`src/rtl/x1_sram_arbiter_if.sv`:
```
// Signal bundle around the X1 SRAM arbiter: video read port, CPU ports and SRAM pins.
// slave = the arbiter itself, master = the surrounding system (core buses + board SRAM).
interface x1_sram_arbiter_if #(
  parameter int ADDR_W = 18,
  parameter int DATA_W = 8,
  parameter int LANES  = 4,
  parameter int NCH    = 2
);
  localparam int LANE_W = (LANES > 1) ? $clog2(LANES) : 1;

  logic                      I_V_REQ;
  logic [ADDR_W-1:0]         I_V_A;
  logic [DATA_W*LANES-1:0]   O_V_D;
  logic                      O_V_ACK;

  logic [NCH-1:0]            I_C_REQ;
  logic [NCH-1:0]            I_C_WE;
  logic [NCH*ADDR_W-1:0]     I_C_A;
  logic [NCH*LANE_W-1:0]     I_C_LANE;
  logic [NCH*DATA_W-1:0]     I_C_D;
  logic [DATA_W-1:0]         O_C_D;
  logic [NCH-1:0]            O_C_ACK;

  logic [ADDR_W-1:0]         O_SRAM_A;
  logic [DATA_W*LANES-1:0]   O_SRAM_D;
  logic [DATA_W*LANES-1:0]   I_SRAM_D;
  logic                      O_SRAM_WE;
  logic                      O_SRAM_OE;
  logic [LANES-1:0]          O_SRAM_BW;

  modport slave (
    input  I_V_REQ, I_V_A, I_C_REQ, I_C_WE, I_C_A, I_C_LANE, I_C_D, I_SRAM_D,
    output O_V_D, O_V_ACK, O_C_D, O_C_ACK,
           O_SRAM_A, O_SRAM_D, O_SRAM_WE, O_SRAM_OE, O_SRAM_BW
  );

  modport master (
    output I_V_REQ, I_V_A, I_C_REQ, I_C_WE, I_C_A, I_C_LANE, I_C_D, I_SRAM_D,
    input  O_V_D, O_V_ACK, O_C_D, O_C_ACK,
           O_SRAM_A, O_SRAM_D, O_SRAM_WE, O_SRAM_OE, O_SRAM_BW
  );
endinterface

```
`src/rtl/x1_sram_arbiter.sv`:
```
// Time-multiplexes one async SRAM between a priority video read port and NCH round-robin CPU ports.
// Each access is IDLE(arbitrate) -> ACCESS(ACC_CYC clocks) -> DONE(ack pulse); all SRAM pins are registered.
module x1_sram_arbiter #(
  parameter int ADDR_W  = 18,
  parameter int DATA_W  = 8,
  parameter int LANES   = 4,
  parameter int NCH     = 2,
  parameter int ACC_CYC = 2,
  parameter int VID_MAX = 3
) (
  input  logic             I_CLK,
  input  logic             I_RESET,
  x1_sram_arbiter_if.slave bus
);
  localparam int LANE_W = (LANES > 1) ? $clog2(LANES) : 1;
  localparam int CH_W   = (NCH > 1) ? $clog2(NCH) : 1;
  localparam int CNT_W  = $clog2(ACC_CYC);
  localparam int STK_W  = (VID_MAX > 0) ? $clog2(VID_MAX + 1) : 1;
  localparam int WORD_W = DATA_W * LANES;

  localparam logic [CNT_W-1:0] CNT_LAST = CNT_W'(ACC_CYC - 1);
  localparam logic [STK_W-1:0] STK_MAX  = STK_W'(VID_MAX);

  typedef enum logic [1:0] {
    S_IDLE,
    S_ACCESS,
    S_DONE
  } state_t;

  state_t              r_state;
  logic [CNT_W-1:0]    r_cnt;
  logic [STK_W-1:0]    r_streak;
  logic [CH_W-1:0]     r_ptr;
  logic                r_own_vid;
  logic [CH_W-1:0]     r_own_ch;
  logic                r_we;
  logic [LANE_W-1:0]   r_lane;

  logic [ADDR_W-1:0]   r_sram_a;
  logic [WORD_W-1:0]   r_sram_d;
  logic                r_sram_we;
  logic                r_sram_oe;
  logic [LANES-1:0]    r_sram_bw;
  logic [WORD_W-1:0]   r_v_d;
  logic                r_v_ack;
  logic [DATA_W-1:0]   r_c_d;
  logic [NCH-1:0]      r_c_ack;

  logic                w_cpu_pend;
  logic                w_vid_win;
  logic [CH_W-1:0]     w_sel;
  logic [CH_W-1:0]     w_sel_next;
  logic                w_sel_we;
  logic [ADDR_W-1:0]   w_sel_a;
  logic [LANE_W-1:0]   w_sel_lane;
  logic [DATA_W-1:0]   w_sel_d;

  function automatic logic [CH_W-1:0] f_wrap(input int v);
    return CH_W'(v % NCH);
  endfunction

  // Scan offsets high to low so the closest requester at/after the pointer wins.
  always_comb begin
    w_cpu_pend = |bus.I_C_REQ;
    w_vid_win  = bus.I_V_REQ && (!w_cpu_pend || (r_streak < STK_MAX));
    w_sel      = r_ptr;
    for (int i = NCH - 1; i >= 0; i--) begin
      if (bus.I_C_REQ[f_wrap(int'(r_ptr) + i)]) begin
        w_sel = f_wrap(int'(r_ptr) + i);
      end
    end
    w_sel_next = f_wrap(int'(w_sel) + 1);
    w_sel_we   = bus.I_C_WE[w_sel];
    w_sel_a    = bus.I_C_A[w_sel*ADDR_W +: ADDR_W];
    w_sel_lane = bus.I_C_LANE[w_sel*LANE_W +: LANE_W];
    w_sel_d    = bus.I_C_D[w_sel*DATA_W +: DATA_W];
  end

  always_ff @(posedge I_CLK or posedge I_RESET) begin
    if (I_RESET) begin
      r_state   <= S_IDLE;
      r_cnt     <= '0;
      r_streak  <= '0;
      r_ptr     <= '0;
      r_own_vid <= 1'b0;
      r_own_ch  <= '0;
      r_we      <= 1'b0;
      r_lane    <= '0;
      r_sram_a  <= '0;
      r_sram_d  <= '0;
      r_sram_we <= 1'b0;
      r_sram_oe <= 1'b0;
      r_sram_bw <= '0;
      r_v_d     <= '0;
      r_v_ack   <= 1'b0;
      r_c_d     <= '0;
      r_c_ack   <= '0;
    end else begin
      case (r_state)
        S_IDLE: begin
          if (w_vid_win) begin
            r_state   <= S_ACCESS;
            r_cnt     <= '0;
            r_own_vid <= 1'b1;
            r_we      <= 1'b0;
            r_lane    <= '0;
            r_sram_a  <= bus.I_V_A;
            r_sram_oe <= 1'b1;
            r_sram_bw <= {LANES{1'b1}};
            if (!w_cpu_pend) begin
              r_streak <= '0;
            end else if (r_streak != STK_MAX) begin
              r_streak <= r_streak + 1'b1;
            end
          end else if (w_cpu_pend) begin
            r_state   <= S_ACCESS;
            r_cnt     <= '0;
            r_own_vid <= 1'b0;
            r_own_ch  <= w_sel;
            r_we      <= w_sel_we;
            r_lane    <= w_sel_lane;
            r_sram_a  <= w_sel_a;
            r_sram_d  <= {LANES{w_sel_d}};
            r_sram_oe <= !w_sel_we;
            r_sram_bw <= w_sel_we ? (LANES'(1) << w_sel_lane) : {LANES{1'b1}};
            r_ptr     <= w_sel_next;
            r_streak  <= '0;
          end else begin
            r_streak <= '0;
          end
        end

        // WE is held off in cycle 0 for address setup and drops at the same edge as BW/OE.
        S_ACCESS: begin
          r_cnt <= r_cnt + 1'b1;
          if (r_cnt == CNT_LAST) begin
            r_state   <= S_DONE;
            r_sram_we <= 1'b0;
            r_sram_oe <= 1'b0;
            r_sram_bw <= '0;
            if (r_own_vid) begin
              r_v_ack <= 1'b1;
              r_v_d   <= bus.I_SRAM_D;
            end else begin
              r_c_ack <= NCH'(1) << r_own_ch;
              if (!r_we) begin
                r_c_d <= bus.I_SRAM_D[r_lane*DATA_W +: DATA_W];
              end
            end
          end else begin
            r_sram_we <= r_we;
          end
        end

        S_DONE: begin
          r_state <= S_IDLE;
          r_v_ack <= 1'b0;
          r_c_ack <= '0;
        end

        default: begin
          r_state <= S_IDLE;
        end
      endcase
    end
  end

  assign bus.O_SRAM_A  = r_sram_a;
  assign bus.O_SRAM_D  = r_sram_d;
  assign bus.O_SRAM_WE = r_sram_we;
  assign bus.O_SRAM_OE = r_sram_oe;
  assign bus.O_SRAM_BW = r_sram_bw;
  assign bus.O_V_D     = r_v_d;
  assign bus.O_V_ACK   = r_v_ack;
  assign bus.O_C_D     = r_c_d;
  assign bus.O_C_ACK   = r_c_ack;
endmodule

```
`src/flat_wrapper.sv`:
```
// flat-port wrapper written by rule: the top's interface ports become plain ports
module x1_sram_arbiter_flat 
#(
  parameter int ADDR_W  = 18,
  parameter int DATA_W  = 8,
  parameter int LANES   = 4,
  parameter int NCH     = 2,
  parameter int ACC_CYC = 2,
  parameter int VID_MAX = 3
)
  (I_CLK, I_RESET, bus_I_V_REQ, bus_I_V_A, bus_I_C_REQ, bus_I_C_WE, bus_I_C_A, bus_I_C_LANE, bus_I_C_D, bus_I_SRAM_D, bus_O_V_D, bus_O_V_ACK, bus_O_C_D, bus_O_C_ACK, bus_O_SRAM_A, bus_O_SRAM_D, bus_O_SRAM_WE, bus_O_SRAM_OE, bus_O_SRAM_BW);
  x1_sram_arbiter_if #(.ADDR_W(ADDR_W), .DATA_W(DATA_W), .LANES(LANES), .NCH(NCH)) bus_i ();
  input  logic I_CLK;
  input  logic I_RESET;
  input wire logic [$bits(bus_i.I_V_REQ)-1:0] bus_I_V_REQ;
  input wire logic [$bits(bus_i.I_V_A)-1:0] bus_I_V_A;
  input wire logic [$bits(bus_i.I_C_REQ)-1:0] bus_I_C_REQ;
  input wire logic [$bits(bus_i.I_C_WE)-1:0] bus_I_C_WE;
  input wire logic [$bits(bus_i.I_C_A)-1:0] bus_I_C_A;
  input wire logic [$bits(bus_i.I_C_LANE)-1:0] bus_I_C_LANE;
  input wire logic [$bits(bus_i.I_C_D)-1:0] bus_I_C_D;
  input wire logic [$bits(bus_i.I_SRAM_D)-1:0] bus_I_SRAM_D;
  output wire logic [$bits(bus_i.O_V_D)-1:0] bus_O_V_D;
  output wire logic [$bits(bus_i.O_V_ACK)-1:0] bus_O_V_ACK;
  output wire logic [$bits(bus_i.O_C_D)-1:0] bus_O_C_D;
  output wire logic [$bits(bus_i.O_C_ACK)-1:0] bus_O_C_ACK;
  output wire logic [$bits(bus_i.O_SRAM_A)-1:0] bus_O_SRAM_A;
  output wire logic [$bits(bus_i.O_SRAM_D)-1:0] bus_O_SRAM_D;
  output wire logic [$bits(bus_i.O_SRAM_WE)-1:0] bus_O_SRAM_WE;
  output wire logic [$bits(bus_i.O_SRAM_OE)-1:0] bus_O_SRAM_OE;
  output wire logic [$bits(bus_i.O_SRAM_BW)-1:0] bus_O_SRAM_BW;
  assign bus_i.I_V_REQ = bus_I_V_REQ;
  assign bus_i.I_V_A = bus_I_V_A;
  assign bus_i.I_C_REQ = bus_I_C_REQ;
  assign bus_i.I_C_WE = bus_I_C_WE;
  assign bus_i.I_C_A = bus_I_C_A;
  assign bus_i.I_C_LANE = bus_I_C_LANE;
  assign bus_i.I_C_D = bus_I_C_D;
  assign bus_i.I_SRAM_D = bus_I_SRAM_D;
  assign bus_O_V_D = bus_i.O_V_D;
  assign bus_O_V_ACK = bus_i.O_V_ACK;
  assign bus_O_C_D = bus_i.O_C_D;
  assign bus_O_C_ACK = bus_i.O_C_ACK;
  assign bus_O_SRAM_A = bus_i.O_SRAM_A;
  assign bus_O_SRAM_D = bus_i.O_SRAM_D;
  assign bus_O_SRAM_WE = bus_i.O_SRAM_WE;
  assign bus_O_SRAM_OE = bus_i.O_SRAM_OE;
  assign bus_O_SRAM_BW = bus_i.O_SRAM_BW;
  x1_sram_arbiter #(.ADDR_W(ADDR_W), .DATA_W(DATA_W), .LANES(LANES), .NCH(NCH), .ACC_CYC(ACC_CYC), .VID_MAX(VID_MAX)) u_core (.I_CLK(I_CLK), .I_RESET(I_RESET), .bus(bus_i));
endmodule
```
`config.mk`:
```
export PLATFORM = sky130hd
export DESIGN_NAME = x1_sram_arbiter_flat
export DESIGN_NICKNAME = d
export VERILOG_FILES = /design/src/rtl/x1_sram_arbiter_if.sv /design/src/rtl/x1_sram_arbiter.sv /design/src/flat_wrapper.sv
export SDC_FILE = /design/constraint.sdc
export NUM_CORES = 1
export LEC_CHECK = 0
export BUFFER_PORTS_ARGS = -buffer_cell sky130_fd_sc_hd__buf_2
export CORE_ASPECT_RATIO = 0.8
export CORE_UTILIZATION = 50
export CTS_CLUSTER_DIAMETER = 150
export DETAILED_ROUTE_END_ITERATION = 16
export GPL_ROUTABILITY_DRIVEN = 0
export HOLD_SLACK_MARGIN = 0.06
export PLACE_DENSITY = 0.9
export REMOVE_ABC_BUFFERS = 1
export SYNTH_ARGS = -nofsm -noshare
export SYNTH_HDL_FRONTEND = slang
export SYNTH_SLANG_ARGS = --single-unit
```
`constraint.sdc`:
```
create_clock -name I_CLK -period 7.89 [get_ports I_CLK]
set_input_delay 1.578 -clock I_CLK [delete_from_list [all_inputs] [get_ports I_CLK]]
set_output_delay 1.578 -clock I_CLK [all_outputs]
set_load 0.05 [all_outputs]
```
== Word level (Yosys, flattened, before mapping) ==
Index checks and enable logic that the tools add are counted.

* Bits in read-only memories: 0
* Memories: 0
* Register bits after elaboration: 110
* Output and inout bits: 99
* Word-level logic and storage cells: 103
* Bits in latches: 0
* RAM bits: 0
* Input bits: 113

* Eq/ne operators: 8
* $add $sub $neg: 4
* Reductions and logical operators: 19
* Bitwise gates (word level): 3
* $mul: 1
* Div/mod/pow operators: 0
* Mux-type cells: 41
* Shift-type cells: 6
* Order comparisons: 4

{| class="wikitable"
|+ Operators by type and width
! cell !! count
|-
| $mux 18 || 2
|-
| $shiftx 36x7->18 || 1
|-
| $shiftx 32x6->8 || 1
|-
| $mux 2 || 10
|-
| $mux 1 || 19
|-
| $mux 4 || 4
|-
| $shiftx 16x5->8 || 1
|-
| $reduce_and 3->1 || 5
|-
| $pmux 2 s2 || 2
|-
| $pmux 4 s2 || 1
|-
| $reduce_and 2->1 || 4
|-
| $lt 1x2->1 const B || 3
|-
| $pmux 1 s2 || 3
|-
| $reduce_bool 2->1 || 3
|-
| $mul 1x4->5 const B || 1
|-
| $ne 2x1->1 const B || 2
|-
| $ne 2x2->1 const B || 2
|-
| $reduce_and 4->1 || 1
|-
| $shiftx 4x3->2 || 1
|-
| $shl 1x2->4 const A || 1
|-
| $add 1x1->1 const B || 3
|-
| $ne 3x1->1 const B || 1
|-
| $ne 3x3->1 const B || 1
|-
| $not 1->1 || 3
|-
| 10 further kinds || 11
|}

== Logic depth before layout (Yosys ltp) ==
Gate-level depths: netlist (run 1).

* Depth after elaboration: 11
* Gate-level depth with buffers: 7
* Mapped depth without buffers: 6

== Least setup slack after synthesis (run 1) ==
OpenSTA, ideal clock, no wires.

* Path kind: input port to flip-flop
* Start: input bus_I_C_REQ[1]
* End: register u_core.r_sram_d[23] (netlist: u_core.bus.O_SRAM_D[23])
* Cell stages on the path: 7
* Required time: 7.764 ns
* Path buffers: 3
* Arrival: 2.590 ns
* Setup time: 0.126 ns
* Slack: 5.174 ns
* Path through: buf_6 -> nand2b_4 -> a21oi_2 -> buf_6 -> buf_6 -> mux2i_1 -> a21oi_1

* Cells in the longest elaborated chain, start to end: 6
* Elaborated cells between the ends (all ways): 13
* Classes of those cells: shift: 1; mux: 6; bitwise: 1; reduce/logical: 5

{| class="wikitable"
|+ RTL lines
! what !! line !! RTL
|-
| start: declaration || flat_wrapper.sv:17 || <nowiki>input wire logic [$bits(bus_i.I_C_REQ)-1:0] bus_I_C_REQ;</nowiki>
|-
| branches (longest 6 deep; another with $shiftx 16x5->8) || - ||
|-
| end signal: assignment || x1_sram_arbiter.sv:123 || <nowiki>r_sram_d <= {LANES{w_sel_d}};</nowiki>
|-
| end: declaration || x1_sram_arbiter.sv:40 || <nowiki>logic [WORD_W-1:0] r_sram_d;</nowiki>
|}

Several ways; the timed one is not identified. The select of a mux whose other input is x is not followed.
A chain may end at the register's enable or synchronous reset.

== Worst setup path in the final report (run 1) ==
* Start: input bus_I_C_REQ[1]
* End: register u_core.r_sram_bw[2] (netlist: u_core.bus.O_SRAM_BW[2])

* Cells in the longest elaborated chain, start to end: 10
* Elaborated cells between the ends (all ways): 20
* Classes of those cells: eq/ne: 1; shift: 2; mux: 12; reduce/logical: 5

{| class="wikitable"
|+ RTL lines
! what !! line !! RTL
|-
| $mux 1 (implied by the code) (2 in a row) || x1_sram_arbiter.sv:68 || <nowiki>if (bus.I_C_REQ[f_wrap(int'(r_ptr) + i)]) begin</nowiki>
|-
| $mux 1 (2 in a row) || x1_sram_arbiter.sv:68 ||
|-
| $shiftx 4x3->2 or $mux 1 (tied branches) || x1_sram_arbiter.sv:75, x1_sram_arbiter.sv:73 ||
|-
| $shl 1x2->4 or $mux 1 (tied branches) || x1_sram_arbiter.sv:125, x1_sram_arbiter.sv:73 ||
|-
| $mux 4 || x1_sram_arbiter.sv:125 || <nowiki>r_sram_bw <= w_sel_we ? (LANES'(1) << w_sel_lane) : {LANES{1'b1}};</nowiki>
|-
| $mux 4 || x1_sram_arbiter.sv:115 || <nowiki>end else if (w_cpu_pend) begin</nowiki>
|-
| $mux 4 || x1_sram_arbiter.sv:101 || <nowiki>if (w_vid_win) begin</nowiki>
|-
| $pmux 4 s2 || x1_sram_arbiter.sv:99 || <nowiki>case (r_state)</nowiki>
|-
| end signal: assignment || x1_sram_arbiter.sv:109 || <nowiki>r_sram_bw <= {LANES{1'b1}};</nowiki>
|-
| end signal: assignment || x1_sram_arbiter.sv:125 ||
|-
| end: declaration || x1_sram_arbiter.sv:43 || <nowiki>logic [LANES-1:0] r_sram_bw;</nowiki>
|}

Several ways; a longest one is shown, not always the timed one. The select of a mux whose other input is x is not followed.

==> impl.org, run 1 <==
** Outcome
- The flow ran to the end, and the final reports show no timing, DRC or antenna violations.

** Layout
- Layout Nets :: 642
- Relative to the synthesized area, the layout overhead comes to 26.8%.
- With fillers left out, the area of the finished cells amounts to 0.00543 mm^2.
- The repair_antennas step left the layout with diodes totalling 0.
- Share of post-route cells with drive strength above 1 :: 55.3%
- At the end of the flow the core is filled with cells to 66.9%.

** Clock tree
- Once the clock tree was built, the setup fixing pass inserted 0 buffers.
- In this run, post-CTS repair resized a total of 0 instances.
- In this run, CTS created clock tree buffers numbering 9.
- TritonCTS built the clock tree.
- # clock sinks :: 86
- After clock tree synthesis, the clock-pin slew on the worst setup and hold paths is 0.08 ns.
- In this run the clock root is driven by a sky130_fd_sc_hd__clkbuf_8.
- Level count of the clock H-tree :: 3
- Max Buffers Root-to-Sink :: 2
- Clock latency at the later pin of the worst-skew pair :: 0.34 ns
- Total of hold buffers inserted after clock tree synthesis :: 0

** Yosys
- YS warnings :: 0
- The top cell type by area accounts for 50.2% of the synthesized area.
- Ranked by total cell area, the synthesized netlist is headed by sky130_fd_sc_hd__dfrtp_1 50%, sky130_fd_sc_hd__mux2_2 11%, sky130_fd_sc_hd__mux2i_1 6.3%.
- Unique cell type count in the Yosys netlist :: 45
- The cell area that synthesis handed to floorplanning was 0.00429 mm^2.
- Combinational family with the most area after synthesis :: multiplexers
- For this run, the leading register cell type out of synthesis is sky130_fd_sc_hd__dfrtp_1.
- Avg Cell Area, Syn :: 12.5 um^2
- Multiplexer area fraction after synthesis :: 21.8%
- Synth Area in XOR/XNOR :: 0%
- Sequential fraction of the synthesis area :: 50.2%
- Post-Synthesis Cells :: 343
- After synthesis the netlist holds a flip-flop and latch count of 86.
- Summing the areas of all and, or, nand and nor instances in the mapped netlist gives 4.70% of the synthesized area.
- After synthesis, the share of flip-flops with an asynchronous set or reset is 100%.
- EDFF count, synth :: 0
- Fraction of the mapped netlist area in compound gates :: 13.5%
- Cell type with the largest total area after synthesis :: sky130_fd_sc_hd__dfrtp_1
- Share of synthesized cell area in full adder, half adder and majority cells :: 1.46%

** Drt
- Number of nets with antenna violations after routing :: 0
- Vias post-DR :: 3425
- Total wirelength of the detailed-routed design :: 10700 um
- Count of routing violations after the opening detailed-route iteration :: 134
- For this run, design rule violations remaining after detail routing come to 0.
- After detailed routing, the average wire length per cell comes to 16.9 um.
- The first TritonRoute pass finished after 4 iterations.
- After detailed routing, the number of vias per cell comes to 5.39.

** Placed design
- Port buffering added 211 buffers.
- Estimated wirelength of the detail-placed design :: 7960 um
- The placed instances occupy a cell area of 0.00519 mm^2.

** Floorplan
- Initial Util :: 52.7%
- The floorplan has 29 rows.
- After floorplanning, the core was sized to cover 0.00813 mm^2.
- Pin placement for this block handled 212 I/O pins.
- Width of the die :: 106 um
- Area of the die :: 0.00895 mm^2
- From bottom edge to top edge, the die measures 84.8 um.

** Global route
- Pin count of the biggest net entering global routing :: 87
- The initial antenna violation count was 0.
- For this run the aggregate overflow at the end of global routing stands at 0.
- The first global-routing pass estimated 17100 um of wire.
- GRT Overall Usage :: 24.6%
- The via count of the first global-routing pass came to 3491.

** STA
- Adding up every negative setup slack in the final design gives 0 ns.
- Fin. max-slew vios :: 0
- Setup repair after global routing left no endpoint under its margin.
- Static timing analysis puts the maximum clock frequency at 307 MHz.
- Final period utilization :: 41.2%
- The clock arrives with 0.00984 ns of skew.
- Worst hold slack after final layout :: 0.508 ns
- Setup violations remaining at the end of the flow were counted as 0.
- Transition at the pin with the smallest max-transition slack :: 1.23 ns
- Worst slew margin relative to its limit :: 17.9%
- The routed design could run at a clock period as short as 3.25 ns.
- The final-report hold violation count came to 0.

** Job
- Max-cap violation count :: 0

** Worst setup path
- Req. time, crit path :: 8.14 ns
- Across all register-to-register paths, the minimum setup slack is 5.47 ns.
- Worst endpoint data arrival time :: 3.51 ns
- STA classifies the critical path startpoint as a primary input.
- Type of the worst setup path :: in -> reg
- The worst setup path is captured at a flop.
- Of all nets on the critical path, the largest fanout is 29.

** Min path
- Type of the tightest min-delay check :: reg -> reg
per-layer routing:
layer / global-route usage (%) / routed length, um / up-vias / share of wire, %
met5: 0 / 0 / - / 0
met4: 9.97 / 240 / 0 / 2.2
met3: 4.84 / 509 / 22 / 4.7
met2: 44.4 / 5710 / 131 / 53
met1: 29.1 / 4260 / 1683 / 40
li1: - / - / 1589 / -
critical path, stage by stage:
cell and delay, ns:
sky130_fd_sc_hd__buf_2 0.17, sky130_fd_sc_hd__nand2b_4 0.18, sky130_fd_sc_hd__a21oi_4 0.95, sky130_fd_sc_hd__mux2_2 0.44, sky130_fd_sc_hd__o211ai_1 0.18
through the flow:
step	worst slack, ns	cells
after floorplan	4.09	299
after global placement	4.36	621
after detailed placement	4.29	621
after CTS	4.65	636
after global routing	4.53	636
final	4.64	636
cell usage after synthesis, types with 7 or more instances:
cell,number
sky130_fd_sc_hd__nor2_1,11
sky130_fd_sc_hd__nand2_1,8
sky130_fd_sc_hd__mux2i_1,27
sky130_fd_sc_hd__dfrtp_1,86
sky130_fd_sc_hd__o21ai_1,13
sky130_fd_sc_hd__buf_6,7
sky130_fd_sc_hd__o21ai_0,15
sky130_fd_sc_hd__a22oi_1,22
sky130_fd_sc_hd__a21oi_1,10
sky130_fd_sc_hd__inv_1,10
sky130_fd_sc_hd__buf_4,24
sky130_fd_sc_hd__buf_2,10
sky130_fd_sc_hd__mux4_2,8
sky130_fd_sc_hd__mux2_2,43
flip-flops by register name (all words and copies together), names as in the netlist:
signal                count
u_core.bus.O_SRAM_OE      1
u_core.r_ptr              1
u_core.r_streak           2
u_core.r_own_vid          1
u_core.bus.O_SRAM_WE      1
u_core.r_own_ch           1
u_core.bus.O_V_ACK        1
u_core.bus.O_C_ACK        2
u_core.r_we               1
u_core.r_state            2
u_core.bus.O_V_D         32
u_core.r_lane             2
u_core.bus.O_SRAM_BW      4
u_core.bus.O_C_D          8
u_core.r_cnt              1
u_core.bus.O_SRAM_A      18
u_core.bus.O_SRAM_D       8
cell families (layout without fill, tap and decap cells):
group           count (synthesis)  count (layout)
compound gates                 84              84
fa+ha+maj                       5               5
buf+inv                        54             239
mux                            78              78
simple gates                   36              36
flops                          86              86
final timing paths:
check	start	to	cells after the start
setup reg to reg	u_core.r_state[1]	u_core.r_own_ch	7
min in group asynchronous	I_RESET	u_core.bus.O_V_D[16]	3
max in group asynchronous	I_RESET	u_core.bus.O_SRAM_D[28]	3
hold / removal	u_core.bus.O_V_D[23]	u_core.bus.O_V_D[23]	1
setup / recovery	bus_I_C_REQ[1]	u_core.bus.O_SRAM_BW[2]	5
hold reg to reg	u_core.bus.O_V_D[23]	u_core.bus.O_V_D[23]	1
layout by cell type, fill, tap and decap left out, types with 3 or more instances in the layout:
master and n:
sky130_fd_sc_hd__bufinv_16 3, sky130_fd_sc_hd__mux2i_1 27, sky130_fd_sc_hd__buf_2 211, sky130_fd_sc_hd__ha_1 5, sky130_fd_sc_hd__o21ai_0 15, sky130_fd_sc_hd__mux2_2 43
sky130_fd_sc_hd__clkbuf_8 10, sky130_fd_sc_hd__mux4_2 8, sky130_fd_sc_hd__nor2_1 11, sky130_fd_sc_hd__a21oi_1 10, sky130_fd_sc_hd__o211ai_1 4, sky130_fd_sc_hd__buf_4 3
sky130_fd_sc_hd__dfrtp_1 86, sky130_fd_sc_hd__inv_1 9, sky130_fd_sc_hd__nand2_1 8, sky130_fd_sc_hd__o21ai_1 13, sky130_fd_sc_hd__a22oi_1 22
area by class of cell:
cell class / count / area, um^2
inverters: 10 / 38.8
repair buffers: 214 / 1080
clock buffers: 10 / 138
fillers: 652 / 2690
flip-flops and latches: 86 / 2150
multi-input cells: 203 / 1780
clock inverters: 5 / 108
well taps: 108 / 135
Power of run 1 is not shown: default switching activity piles up to over one toggle a cycle in this logic, so the estimate is an artifact.
==> run 2, diff against run 1 <==
- CORE_UTILIZATION: 50 -> 46
- PLACE_DENSITY: 0.9 -> 0.84
- clock period: 7.89 -> 3.3 ns (I/O delays scaled with it)
==> impl.org, run 2 (same netlist as run 1, synthesis figures left out) <==
** Outcome
- The run finished with clean final reports.

** Clock tree
- The clock passes through at most 2 buffers.
- Clock latency at the later pin of the worst-skew pair :: 0.33 ns
- Total CTS buffers :: 9
- Post-CTS Resized :: 0
- TritonCTS clock tree :: yes
- Total of hold buffers inserted after clock tree synthesis :: 0
- # clock sinks :: 86
- CTS built an H-tree with a depth of 3.
- The number of setup buffers added after CTS is 0.
- CTS Root Cell :: sky130_fd_sc_hd__clkbuf_16
- CTS clock-pin slew for the worst setup and hold paths :: 0.06 ns

** Worst setup path
- By startpoint and endpoint, the worst setup path is classified as reg -> reg.
- CP max-delay cell :: sky130_fd_sc_hd__a21oi_2
- Kind of end point of the critical path :: flop
- Worst endpoint data arrival time :: 2.44 ns
- Walking the worst path, the cells encountered are inv_1 > ha_1 > o31ai_4 > a21oi_2 > nand2_1 > o21a_1.
- The largest single stage delay on the critical path is 0.62 ns.
- STA puts the critical path data required time at 3.52 ns.
- Critical path fanouts, max :: 19
- STA classifies the critical path startpoint as a flop.

** STA
- Fmax :: 450 MHz
- Worst hold slack after final layout :: 0.363 ns
- Once routing completed, OpenROAD measured the worst setup slack at 1.08 ns.
- Setup violations remaining at the end of the flow were counted as 0.
- Transition at the pin with the smallest max-transition slack :: 0.779 ns
- The final-report hold violation count was 0.
- Worst clock skew :: 0.00474 ns
- Final period utilization :: 67.4%
- In the final timing run, aggregate negative setup slack is 0 ns.
- Worst slew margin relative to its limit :: 48.1%
- Fin. max-slew vios :: 0
- Setup repair after global routing missed its margin :: no
- For the finished layout, the period the worst path requires is 2.22 ns.

** Drt
- Routed via count divided by cell count :: 5.27
- Count of routing violations after the opening detailed-route iteration :: 125
- Average wire per cell in the routed design :: 16.5 um
- The pre-antenna-repair detailed-routing pass consisted of 4 iterations.
- For this block, the routed nets add up to 10700 um of wire.
- Number of remaining DRC errors :: 0
- The detail route stage leaves a number of antenna-violating nets equal to 0.
- Detailed routing inserted a total of 3402 vias.

** Floorplan
- Area of the die :: 0.00971 mm^2
- Core area :: 0.00904 mm^2
- I/O pin cnt :: 212
- For this configuration, the core starts out at a cell density of 47.4%.
- The floorplan has 31 rows.
- The floorplan step set the die height to 88.3 um.
- Width of the die :: 110 um

** Layout
- Layout Nets :: 645
- Filler-free cell count of the finished design :: 646
- After filler insertion, the fill cell instance count of the layout stands at 729.
- Flip-flop count of the largest register after layout :: 32
- The area growth from synthesis to layout is 28.7%.
- The number of antenna diodes in the final layout is 0.
- The top cell types in the final layout, fill and taps aside, are 211 x sky130_fd_sc_hd__buf_2, 86 x sky130_fd_sc_hd__dfrtp_1, 43 x sky130_fd_sc_hd__mux2_2.
- Commonest non-fill, non-tap cell in the layout :: sky130_fd_sc_hd__buf_2
- Cells with a size suffix above 1 make up 55.6% of the layout.

** Placed design
- Worst slack after detailed placement :: 0.990 ns
- Once placement completed, the tool counted placed cells totaling 631.
- Number of I/O port buffers :: 211
- Estimated wirelength of the detail-placed design :: 8230 um

** Global route
- Across every metal layer, demand over resource in global routing totals 22.7%.
- Pin count of the biggest net entering global routing :: 35
- For this run the aggregate overflow at the end of global routing stands at 0.
- Antenna violations before repair :: 0
- The first global-routing pass estimated 16700 um of wire.
- The via count of the first global-routing pass was 3426.

** Job
- Max-cap violation count :: 0

** Min path
- The worst hold path belongs to the class in -> async.
-- run 2: final cells by class --
type,count,area (um^2),area share [%]
multi-input cells,203,1780,32.3
clock inverters,5,58.8,1.07
clock buffers,10,239,4.33
well taps,115,144,2.61
inverters,10,38.8,0.703
repair buffers,217,1100,20.0
flip-flops and latches,86,2150,39.0
-- run 2: routing by layer --
layer / part of all wire (%) / vias to the layer above / wire length [um] / global-route usage, %
li1: - / 1589 / - / -
met1: 40 / 1675 / 4270 / 27.6
met2: 54 / 123 / 5730 / 40.2
met3: 4.4 / 15 / 468 / 4.49
met4: 1.9 / 0 / 202 / 8.12
met5: 0 / - / 0 / 0
-- run 2: final timing paths --
path / startpoint / endpoint / slack, ns / cells past startpoint
setup / recovery: u_core.r_state[0] / u_core.r_own_ch / 1.08 / 6
hold / removal: I_RESET / u_core.bus.O_V_D[5] / 0.36 / 2
setup reg to reg: u_core.r_state[0] / u_core.r_own_ch / 1.08 / 6
hold reg to reg: u_core.bus.O_V_D[14] / u_core.bus.O_V_D[14] / 0.50 / 1
max in group asynchronous: I_RESET / u_core.bus.O_SRAM_A[14] / 2.15 / 3
min in group I_CLK: u_core.bus.O_V_D[14] / u_core.bus.O_V_D[14] / 0.50 / 1
-- run 2: critical path: cells and delay by family (launching register included) --
| kind | cells | cell delay [ns] |
|---|---|---|
| flops | 1 | 0.40 |
| fa+ha+maj | 1 | 0.44 |
| buf+inv | 1 | 0.11 |
| compound gates | 3 | 0.99 |
| simple gates | 1 | 0.17 |
-- run 2: metrics by stage --
step	util [%]	cell area, um^2
floorplan	-	3970
global placement	57.8	5220
detailed placement	57.8	5220
CTS	61.1	5520
global route	61.1	5520
finish	61.1	5520
Power of run 2 is left out for the same reason.
